==> config.mk <==
export PLATFORM = sky130hd
export DESIGN_NAME = adc_tone_meter
export DESIGN_NICKNAME = d
export VERILOG_FILES = /design/src/rtl/adc_tone_meter.sv
export SDC_FILE = /design/constraint.sdc
export NUM_CORES = 1
export LEC_CHECK = 0
export BUFFER_PORTS_ARGS = -buffer_cell sky130_fd_sc_hd__buf_4
export CAP_MARGIN = 15
export CORE_ASPECT_RATIO = 0.8
export CORE_MARGIN = 10
export CORE_UTILIZATION = 45
export DETAILED_ROUTE_END_ITERATION = 12
export GPL_TIMING_DRIVEN = 0
export SKIP_LAST_GASP = 1
export SYNTH_ARGS = -nofsm -noshare
export SYNTH_HDL_FRONTEND = slang
export SYNTH_SLANG_ARGS = --single-unit
==> constraint.sdc <==
create_clock -name clk -period 10.4 [get_ports clk]
set_clock_uncertainty 0.2 [all_clocks]
set_input_delay 0.52 -clock clk [delete_from_list [all_inputs] [get_ports clk]]
set_output_delay 0.52 -clock clk [all_outputs]
set_load 0.05 [all_outputs]
==> src/rtl/adc_tone_meter.sv <==
// Tone period and peak-to-peak meter for an offset-binary ADC stream.
// Optional TONE_METER_AVG_EN: report the average of 4 periods and the largest pk2pk of those 4.
module adc_tone_meter #(
    parameter int unsigned DATA_W = 8,
    parameter int unsigned CNT_W  = 16,
    parameter int          HYST   = 8
) (
    input  logic              clk,
    input  logic              rst,
    input  logic [DATA_W-1:0] adc_data,
    input  logic              adc_valid,
    output logic [CNT_W-1:0]  period,
    output logic [DATA_W:0]   pk2pk,
    output logic              meas_valid,
    output logic              timeout,
    output logic              locked
);

    localparam logic signed [DATA_W-1:0] HYST_P  = DATA_W'(HYST);
    localparam logic signed [DATA_W-1:0] HYST_N  = DATA_W'(-HYST);
    localparam logic        [CNT_W-1:0]  CNT_MAX = {CNT_W{1'b1}};

    typedef enum logic [1:0] {S_INIT, S_LOW, S_HIGH} state_t;

    state_t                    state_q, state_d;
    logic                      armed_q;
    logic        [CNT_W-1:0]   cnt_q;
    logic signed [DATA_W-1:0]  min_q, max_q;

    logic signed [DATA_W-1:0]  smp_c;
    logic signed [DATA_W-1:0]  min_new_c, max_new_c;
    logic        [CNT_W-1:0]   cnt_inc_c;
    logic        [DATA_W:0]    pk_c;
    logic                      rise_c;
    logic                      tmo_c;

`ifdef TONE_METER_AVG_EN
    logic [CNT_W+1:0] acc_q;
    logic [1:0]       idx_q;
    logic [DATA_W:0]  pkm_q;
    logic [CNT_W+1:0] acc_sum_c;
    logic [DATA_W:0]  pkm_new_c;

    assign acc_sum_c = acc_q + (CNT_W+2)'(cnt_inc_c);
    assign pkm_new_c = (pk_c > pkm_q) ? pk_c : pkm_q;
`endif

    // Flipping the MSB turns offset-binary into two's complement.
    assign smp_c     = {~adc_data[DATA_W-1], adc_data[DATA_W-2:0]};
    assign min_new_c = (smp_c < min_q) ? smp_c : min_q;
    assign max_new_c = (smp_c > max_q) ? smp_c : max_q;
    assign cnt_inc_c = cnt_q + CNT_W'(1);
    // Sign-extended difference cannot overflow and is never negative.
    assign pk_c      = {max_new_c[DATA_W-1], max_new_c} - {min_new_c[DATA_W-1], min_new_c};

    // Schmitt-trigger crossing FSM; a timeout forces re-acquisition.
    always_comb begin
        state_d = state_q;
        rise_c  = 1'b0;
        tmo_c   = 1'b0;
        if (adc_valid) begin
            case (state_q)
                S_INIT:  if (smp_c <= HYST_N) state_d = S_LOW;
                S_LOW: begin
                    if (smp_c >= HYST_P) begin
                        state_d = S_HIGH;
                        rise_c  = 1'b1;
                    end
                end
                S_HIGH:  if (smp_c <= HYST_N) state_d = S_LOW;
                default: state_d = S_INIT;
            endcase
            if (armed_q && !rise_c && cnt_inc_c == CNT_MAX) begin
                tmo_c   = 1'b1;
                state_d = S_INIT;
            end
        end
    end

    always_ff @(posedge clk) begin
        if (rst) begin
            state_q    <= S_INIT;
            armed_q    <= 1'b0;
            cnt_q      <= '0;
            min_q      <= '0;
            max_q      <= '0;
            period     <= '0;
            pk2pk      <= '0;
            meas_valid <= 1'b0;
            timeout    <= 1'b0;
            locked     <= 1'b0;
`ifdef TONE_METER_AVG_EN
            acc_q      <= '0;
            idx_q      <= '0;
            pkm_q      <= '0;
`endif
        end else begin
            state_q    <= state_d;
            meas_valid <= 1'b0;
            timeout    <= 1'b0;
            if (adc_valid) begin
                if (tmo_c) begin
                    armed_q <= 1'b0;
                    locked  <= 1'b0;
                    timeout <= 1'b1;
`ifdef TONE_METER_AVG_EN
                    acc_q   <= '0;
                    idx_q   <= '0;
                    pkm_q   <= '0;
`endif
                end else if (rise_c) begin
                    armed_q <= 1'b1;
                    cnt_q   <= '0;
                    min_q   <= smp_c;
                    max_q   <= smp_c;
                    if (armed_q) begin
`ifdef TONE_METER_AVG_EN
                        if (idx_q == 2'd3) begin
                            period     <= acc_sum_c[CNT_W+1:2];
                            pk2pk      <= pkm_new_c;
                            meas_valid <= 1'b1;
                            locked     <= 1'b1;
                            acc_q      <= '0;
                            pkm_q      <= '0;
                            idx_q      <= '0;
                        end else begin
                            acc_q <= acc_sum_c;
                            pkm_q <= pkm_new_c;
                            idx_q <= idx_q + 2'd1;
                        end
`else
                        period     <= cnt_inc_c;
                        pk2pk      <= pk_c;
                        meas_valid <= 1'b1;
                        locked     <= 1'b1;
`endif
                    end
                end else if (armed_q) begin
                    cnt_q <= cnt_inc_c;
                    min_q <= min_new_c;
                    max_q <= max_new_c;
                end
            end
        end
    end

endmodule

======== Word level (Yosys, flattened, before mapping) ========
Cells that the tools add are included.
storage, ports and cells
  output and inout bits ................... 28
  register bits after elaboration ......... 63
cells by class
  reductions and logical operators ........ 15
  add/sub/neg operators ................... 2
  $lt $le $gt $ge ......................... 4
  bitwise logic cells ..................... 4
  mux-type cells .......................... 25
  eq/ne operators ......................... 5
operator list
  kind                                                                number
  two-way mux 8 bit                                                   6
  two-way mux 16 bit                                                  2
  adder 16 x 1 -> 16 bit (second input constant)                      1
  equality test 16 bit (second input constant)                        1
  two-way mux 1 bit                                                   13
  AND reduction 3 bit                                                 3
  subtractor 8 x 8 -> 9 bit                                           1
  greater-or-equal comparator 8 x 5 -> 1 bit (second input constant)  1
  greater-than comparator 8 bit                                       1
  <= comparator 8 x 4 -> 1 bit (second input constant)                1
  less-than comparator 8 bit                                          1
  two-way mux 2 bit                                                   3
  nonzero test 2 bit                                                  3
  NOT 1 bit                                                           4
  one-hot mux 2 bit (2 select lines)                                  1
  AND reduction 4 bit                                                 1
  OR reduction 2 bit                                                  2
  OR reduction 4 bit                                                  1
  != test 3 x 1 -> 1 bit (second input constant)                      1
  != test 3 bit (second input constant)                               1
  equality test 2 x 1 -> 1 bit (second input constant)                1
  equality test 2 bit (second input constant)                         1
  logical AND 1 bit                                                   2
  zero test 2 bit                                                     1
  other kinds (2)                                                     2

======== Logic depth before layout (Yosys ltp) ========
  depth in word-level cells ............... 12
  gate-level depth with buffers ........... 17

======== Least setup slack after synthesis ========
Ideal clock, no wire load.
  path kind ............................... input port to flip-flop
  start point ............................. input adc_data[7]
  end point ............................... register pk2pk[7]
  setup slack ............................. 6.367 ns
  stages on the path ...................... 16
  required time ........................... 10.137 ns
  buffers on the path ..................... 0
  arrival ................................. 3.770 ns
  path through ............................ inv_1 > ha_1 > and4_1 > o21ai_0 > or2_2 > a31oi_2 > mux2_2 > inv_1 > ha_1 > nor2b_1 > o21ai_0 > nand2b_1 > a21oi_1 > a211oi_1 > or4_1 > nand3_1
between the ends
  word-level cells in the longest chain between the ends .. 12
  elaborated cells on any way between the ends .. 18
  classes of those cells .................. add/sub: 1; order compare: 3; mux: 8; bitwise: 2; reduce/logical: 4
ends and longest elaborated chain
  element                                     line  RTL
  from (decl)                                 10    input logic [DATA_W-1:0] adc_data,
  NOT 1 bit *                                 49    assign smp_c = {~adc_data[DATA_W-1], adc_data[DATA_W-2:0]};
  greater-or-equal comparator 8 x 5 -> 1 bit  65    if (smp_c >= HYST_P) begin
  two-way mux 1 bit                           65
  two-way mux 1 bit                           62    case (state_q)
  two-way mux 1 bit                           61    if (adc_valid) begin
  zero test 1 bit                             73    if (armed_q && !rise_c && cnt_inc_c == CNT_MAX) begin
  logical AND 1 bit (2 in a row)              73
  two-way mux 1 bit                           73
  two-way mux 1 bit                           61
  NOT 1 bit (no source line)                  --
  AND reduction 4 bit (no source line)        --
  to (signal assigned)                        133   pk2pk <= pk_c;
  to (decl)                                   13    output logic [DATA_W:0] pk2pk,
Every way passes the cells marked *; elsewhere a longest branch is shown, timed or not. The select of a mux whose other input is x is not followed.
A chain may end at the register's enable or synchronous reset.

======== Worst setup path after layout ========
  start point ............................. register min_q[6]
  end point ............................... register pk2pk[7]
between the ends
  word-level cells in the longest chain between the ends .. 3
ends and longest elaborated chain
  element                      line  RTL
  from (decl)                  28    logic signed [DATA_W-1:0] min_q, max_q;
  from (signal assigned)       114   min_q <= smp_c;
  from (signal assigned)       140   min_q <= min_new_c;
  less-than comparator 8 bit   50    assign min_new_c = (smp_c < min_q) ? smp_c : min_q;
  two-way mux 8 bit *          50
  subtractor 8 x 8 -> 9 bit *  54    assign pk_c = {max_new_c[DATA_W-1], max_new_c} - {min_new_c[DATA_W-1], min_new_c};
Every way passes the cells marked *; elsewhere a longest branch is shown, timed or not.

==> impl_metrics.py <==
metrics = {
    "run_status": {
        "status": "finished, final reports clean",
    },
    "timing": {
        "slew_headroom": 0.409,
        "hold_slack_ns": 0.199,
        "period_share": 0.418,
        "hold_violations": 0,
        "setup_viol_count_final": 0,
        "fmax_mhz": 230,
        "finalMaxSlewViolations": 0,
        "worst_pin_slew_ns": 0.878,
        "fin_crit_ns": 4.35,
        "tns_ns": 0,
        "rsz0062_at_grt": "no",
    },
    "clocking": {
        "cts_setup_buffers": 0,
        "htreeDepth": 3,
        "cts_tree": "built",
        "cts_resized": 0,
        "clk_latency_ns": 0.36,
        "cts.path.max_buffers": 2,
        "clock-root-buffer": "clkbuf_8",
        "cts_hold_buf": 0,
        "clk_pin_slew_ns": 0.08,
        "cts_made_buffers": 9,
        "cts.sinks": 63,
    },
    "logic_synthesis": {
        "syn-mean-instance-area_um2": 8.34,
        "ys_seq_area_frac": 0.318,
        "postSynth.asyncResetShare": 0,
        "syn_area_mm2": 0.00397,
        "synth_cell_types": 69,
        "ys_seq_elements": 63,
        "synth_edf_count": 0,
        "syn_inst": 476,
        "yosysWarnings": 0,
        "ys.flop_type": "dfxtp_1",
        "synth_nets": 512,
    },
    "setup_path": {
        "critPathCaptureType": "flop",
        "r2r_cells": 16,
        "crit_fanout": 9,
        "reg2reg_to": "pk2pk[7]$_SDFFE_PP0P_",
        "arrival_ns": 4.45,
        "r2r_slack_ns": 6.05,
        "critPathKind": "flop to flop",
        "r2r_start": "min_q[6]$_SDFFE_PP0P_",
        "crit_path_start_kind": "flop",
        "cp.required_ns": 10.50,
    },
    "die": {
        "die_area_mm2": 0.0130,
        "rows": 30,
        "die-height_um": 104,
        "coreArea_mm2": 0.00856,
        "die-width_um": 125,
        "io_pins": 39,
        "start_util": 0.464,
    },
    "detailed_routing": {
        "drc_errors": 0,
        "drt-total-wl_um": 11800,
        "wl_per_cell_um": 18.4,
        "drt_iter0_drc": 375,
        "via_count": 3759,
        "ant_nets": 0,
        "detail_route.vias_per_cell": 5.86,
        "drtPass1Iterations": 5,
    },
    "placed_design": {
        "gp_congestion": 0.929,
        "post-dp-hpwl_um": 9100,
        "portBuffers": 38,
    },
    "grt": {
        "grt_pass1_vias": 3354,
        "grt_max_degree": 13,
        "grt_usage": 0.176,
        "antenna_found_initial": 0,
        "grt-ovfl-total": 0,
        "grt_pass1_wl_um": 18800,
    },
    "power": {
        "vdd_drop_max_uv": 64.3,
        "leakagePower_nw": 1.70,
        "cellPowerDensity_mw_per_mm2": 115,
    },
    "final_layout": {
        "drive_gt1_frac": 0.151,
        "syn_to_final_growth_pct": 15.0,
        "final_nets": 561,
        "antenna_cells": 0,
    },
    "worst_hold_path": {
        "hold_class": "primary input to flop",
        "holdPathEnd": "state_q[1]$_SDFFE_PP0P_",
        "hold_depth": 2,
        "worstHoldStart": "adc_valid",
    },
    "flow_run": {
        "cap_violations": 0,
    },
}
cell type report:
class / count / area, um^2
tap: 112 / 140
buffer: 25 / 111
inverter: 29 / 109
timing repair buffer: 38 / 285
clock buffer: 9 / 124
clock inverter: 7 / 47.5
multi-input combinational: 359 / 2490
sequential: 63 / 1260
fill: 827 / 3990
how the worst max path moves through the flow:
stage / from / endpoint / slack [ns] / depth (start not counted)
3_3_place_gp: adc_data[7] / pk2pk[7]$_SDFFE_PP0P_ / 5.83 / 17
2_1_floorplan: adc_data[7] / pk2pk[7]$_SDFFE_PP0P_ / 6.37 / 16
5_1_grt: adc_data[7] / pk2pk[8]$_SDFFE_PP0P_ / 5.84 / 16
6_report: min_q[6]$_SDFFE_PP0P_ / pk2pk[7]$_SDFFE_PP0P_ / 6.05 / 16
4_1_cts: min_q[6]$_SDFFE_PP0P_ / pk2pk[7]$_SDFFE_PP0P_ / 6.08 / 16
3_5_place_dp: adc_data[7] / pk2pk[7]$_SDFFE_PP0P_ / 5.81 / 17
power by group:
group | internal [mW] | switching (mW) | leakage (nW) | total [mW]
registers | 0.244 | 0.00240 | 0.508 | 0.246
logic | 0.0314 | 0.0547 | 1.11 | 0.0861
clock network | 0.0861 | 0.107 | 0.0854 | 0.193
stage by stage:
stage	utilization	instance area, um^2	setup slack, ns	total power [mW]	instances
3_5_place_dp	0.514	4400	5.81	0.336	626
6_report	0.534	4570	6.05	0.525	642
5_1_grt	0.534	4570	5.84	0.548	642
4_1_cts	0.534	4570	6.08	0.527	642
3_3_place_gp	0.514	4400	5.83	0.335	626
2_1_floorplan	-	3970	6.37	0.310	476
cell families (layout without fill, tap and decap cells):
| family | count (synthesis) | in the layout | synth area share |
|---|---|---|---|
| and+or+nand+nor | 174 | 174 | 0.232 |
| muxes | 23 | 23 | 0.0583 |
| xor gates and xnor gates | 12 | 12 | 0.0265 |
| AOI/OAI and AO/OA | 123 | 123 | 0.224 |
| buffers and inverters | 54 | 108 | 0.0555 |
| DFF | 63 | 63 | 0.318 |
| adders and majority gates | 27 | 27 | 0.0857 |
critical path, stage by stage, from the launching register on:
cell and delay (ns):
dfxtp_1 0.41, inv_1 0.06, ha_1 0.29, and4_1 0.17, o21ai_0 0.14, or2_2 0.33, a31oi_2 0.55, mux2_2 0.44
inv_1 0.06, ha_1 0.21, nor2b_1 0.12, o21ai_0 0.16, nand2b_1 0.11, a21oi_1 0.28, a211oi_1 0.14, or4_1 0.52
nand3_1 0.09
state kept, by name, indices dropped and copies added, names as in the netlist, named ones only:
signal and count:
pk2pk 9, period 16, timeout 1, min_q 8, meas_valid 1, cnt_q 16
max_q 7, state_q 2, locked 1, armed_q 1
synthesized netlist by cell type (all sizes together), types with 5 or more instances:
master  number  area share
nor2        33       0.031
mux2i       22       0.055
o211ai       7       0.017
a21oi       25       0.032
nor3        12       0.018
ha          24       0.076
nand3       17       0.021
o21ai       34       0.044
a31oi        5      0.0095
nand2       55       0.052
xor2         5       0.011
inv         28       0.026
buf          6       0.010
nand4        8       0.016
xnor2        7       0.015
dfxtp       63        0.32
or4          8       0.015
nor4         6       0.013
a211oi      20       0.044
clkbuf      19       0.018
nand2b       7       0.011
layer usage:
metal,share of wire,track usage,wire [um]
met1,0.53,0.276,6290
met2,0.39,0.222,4540
met3,0.071,0.0484,834
met4,0.010,0.0419,119
met5,0,0,0
placed cells by master, fill, tap and decap left out, drive strengths merged, types with 3 or more instances in the layout:
| cell type | instances |
|---|---|
| nand2b | 7 |
| a31oi | 5 |
| o32ai | 4 |
| xnor2 | 7 |
| and2 | 4 |
| ha | 24 |
| nor2 | 33 |
| o41ai | 3 |
| o21ai | 34 |
| a21oi | 25 |
| nand2 | 55 |
| xor2 | 5 |
| a311oi | 3 |
| clkinv | 5 |
| nor2b | 4 |
| o211ai | 7 |
| a211oi | 20 |
| clkbuf | 28 |
| and4 | 4 |
| or3 | 4 |
| dfxtp | 63 |
| buf | 44 |
| nand3 | 17 |
| a21o | 3 |
| nand4 | 8 |
| or4 | 8 |
| nor3 | 12 |
| nor4 | 6 |
| inv | 29 |
| mux2i | 22 |
No activity file was read; power rests on OpenSTA's default activity.
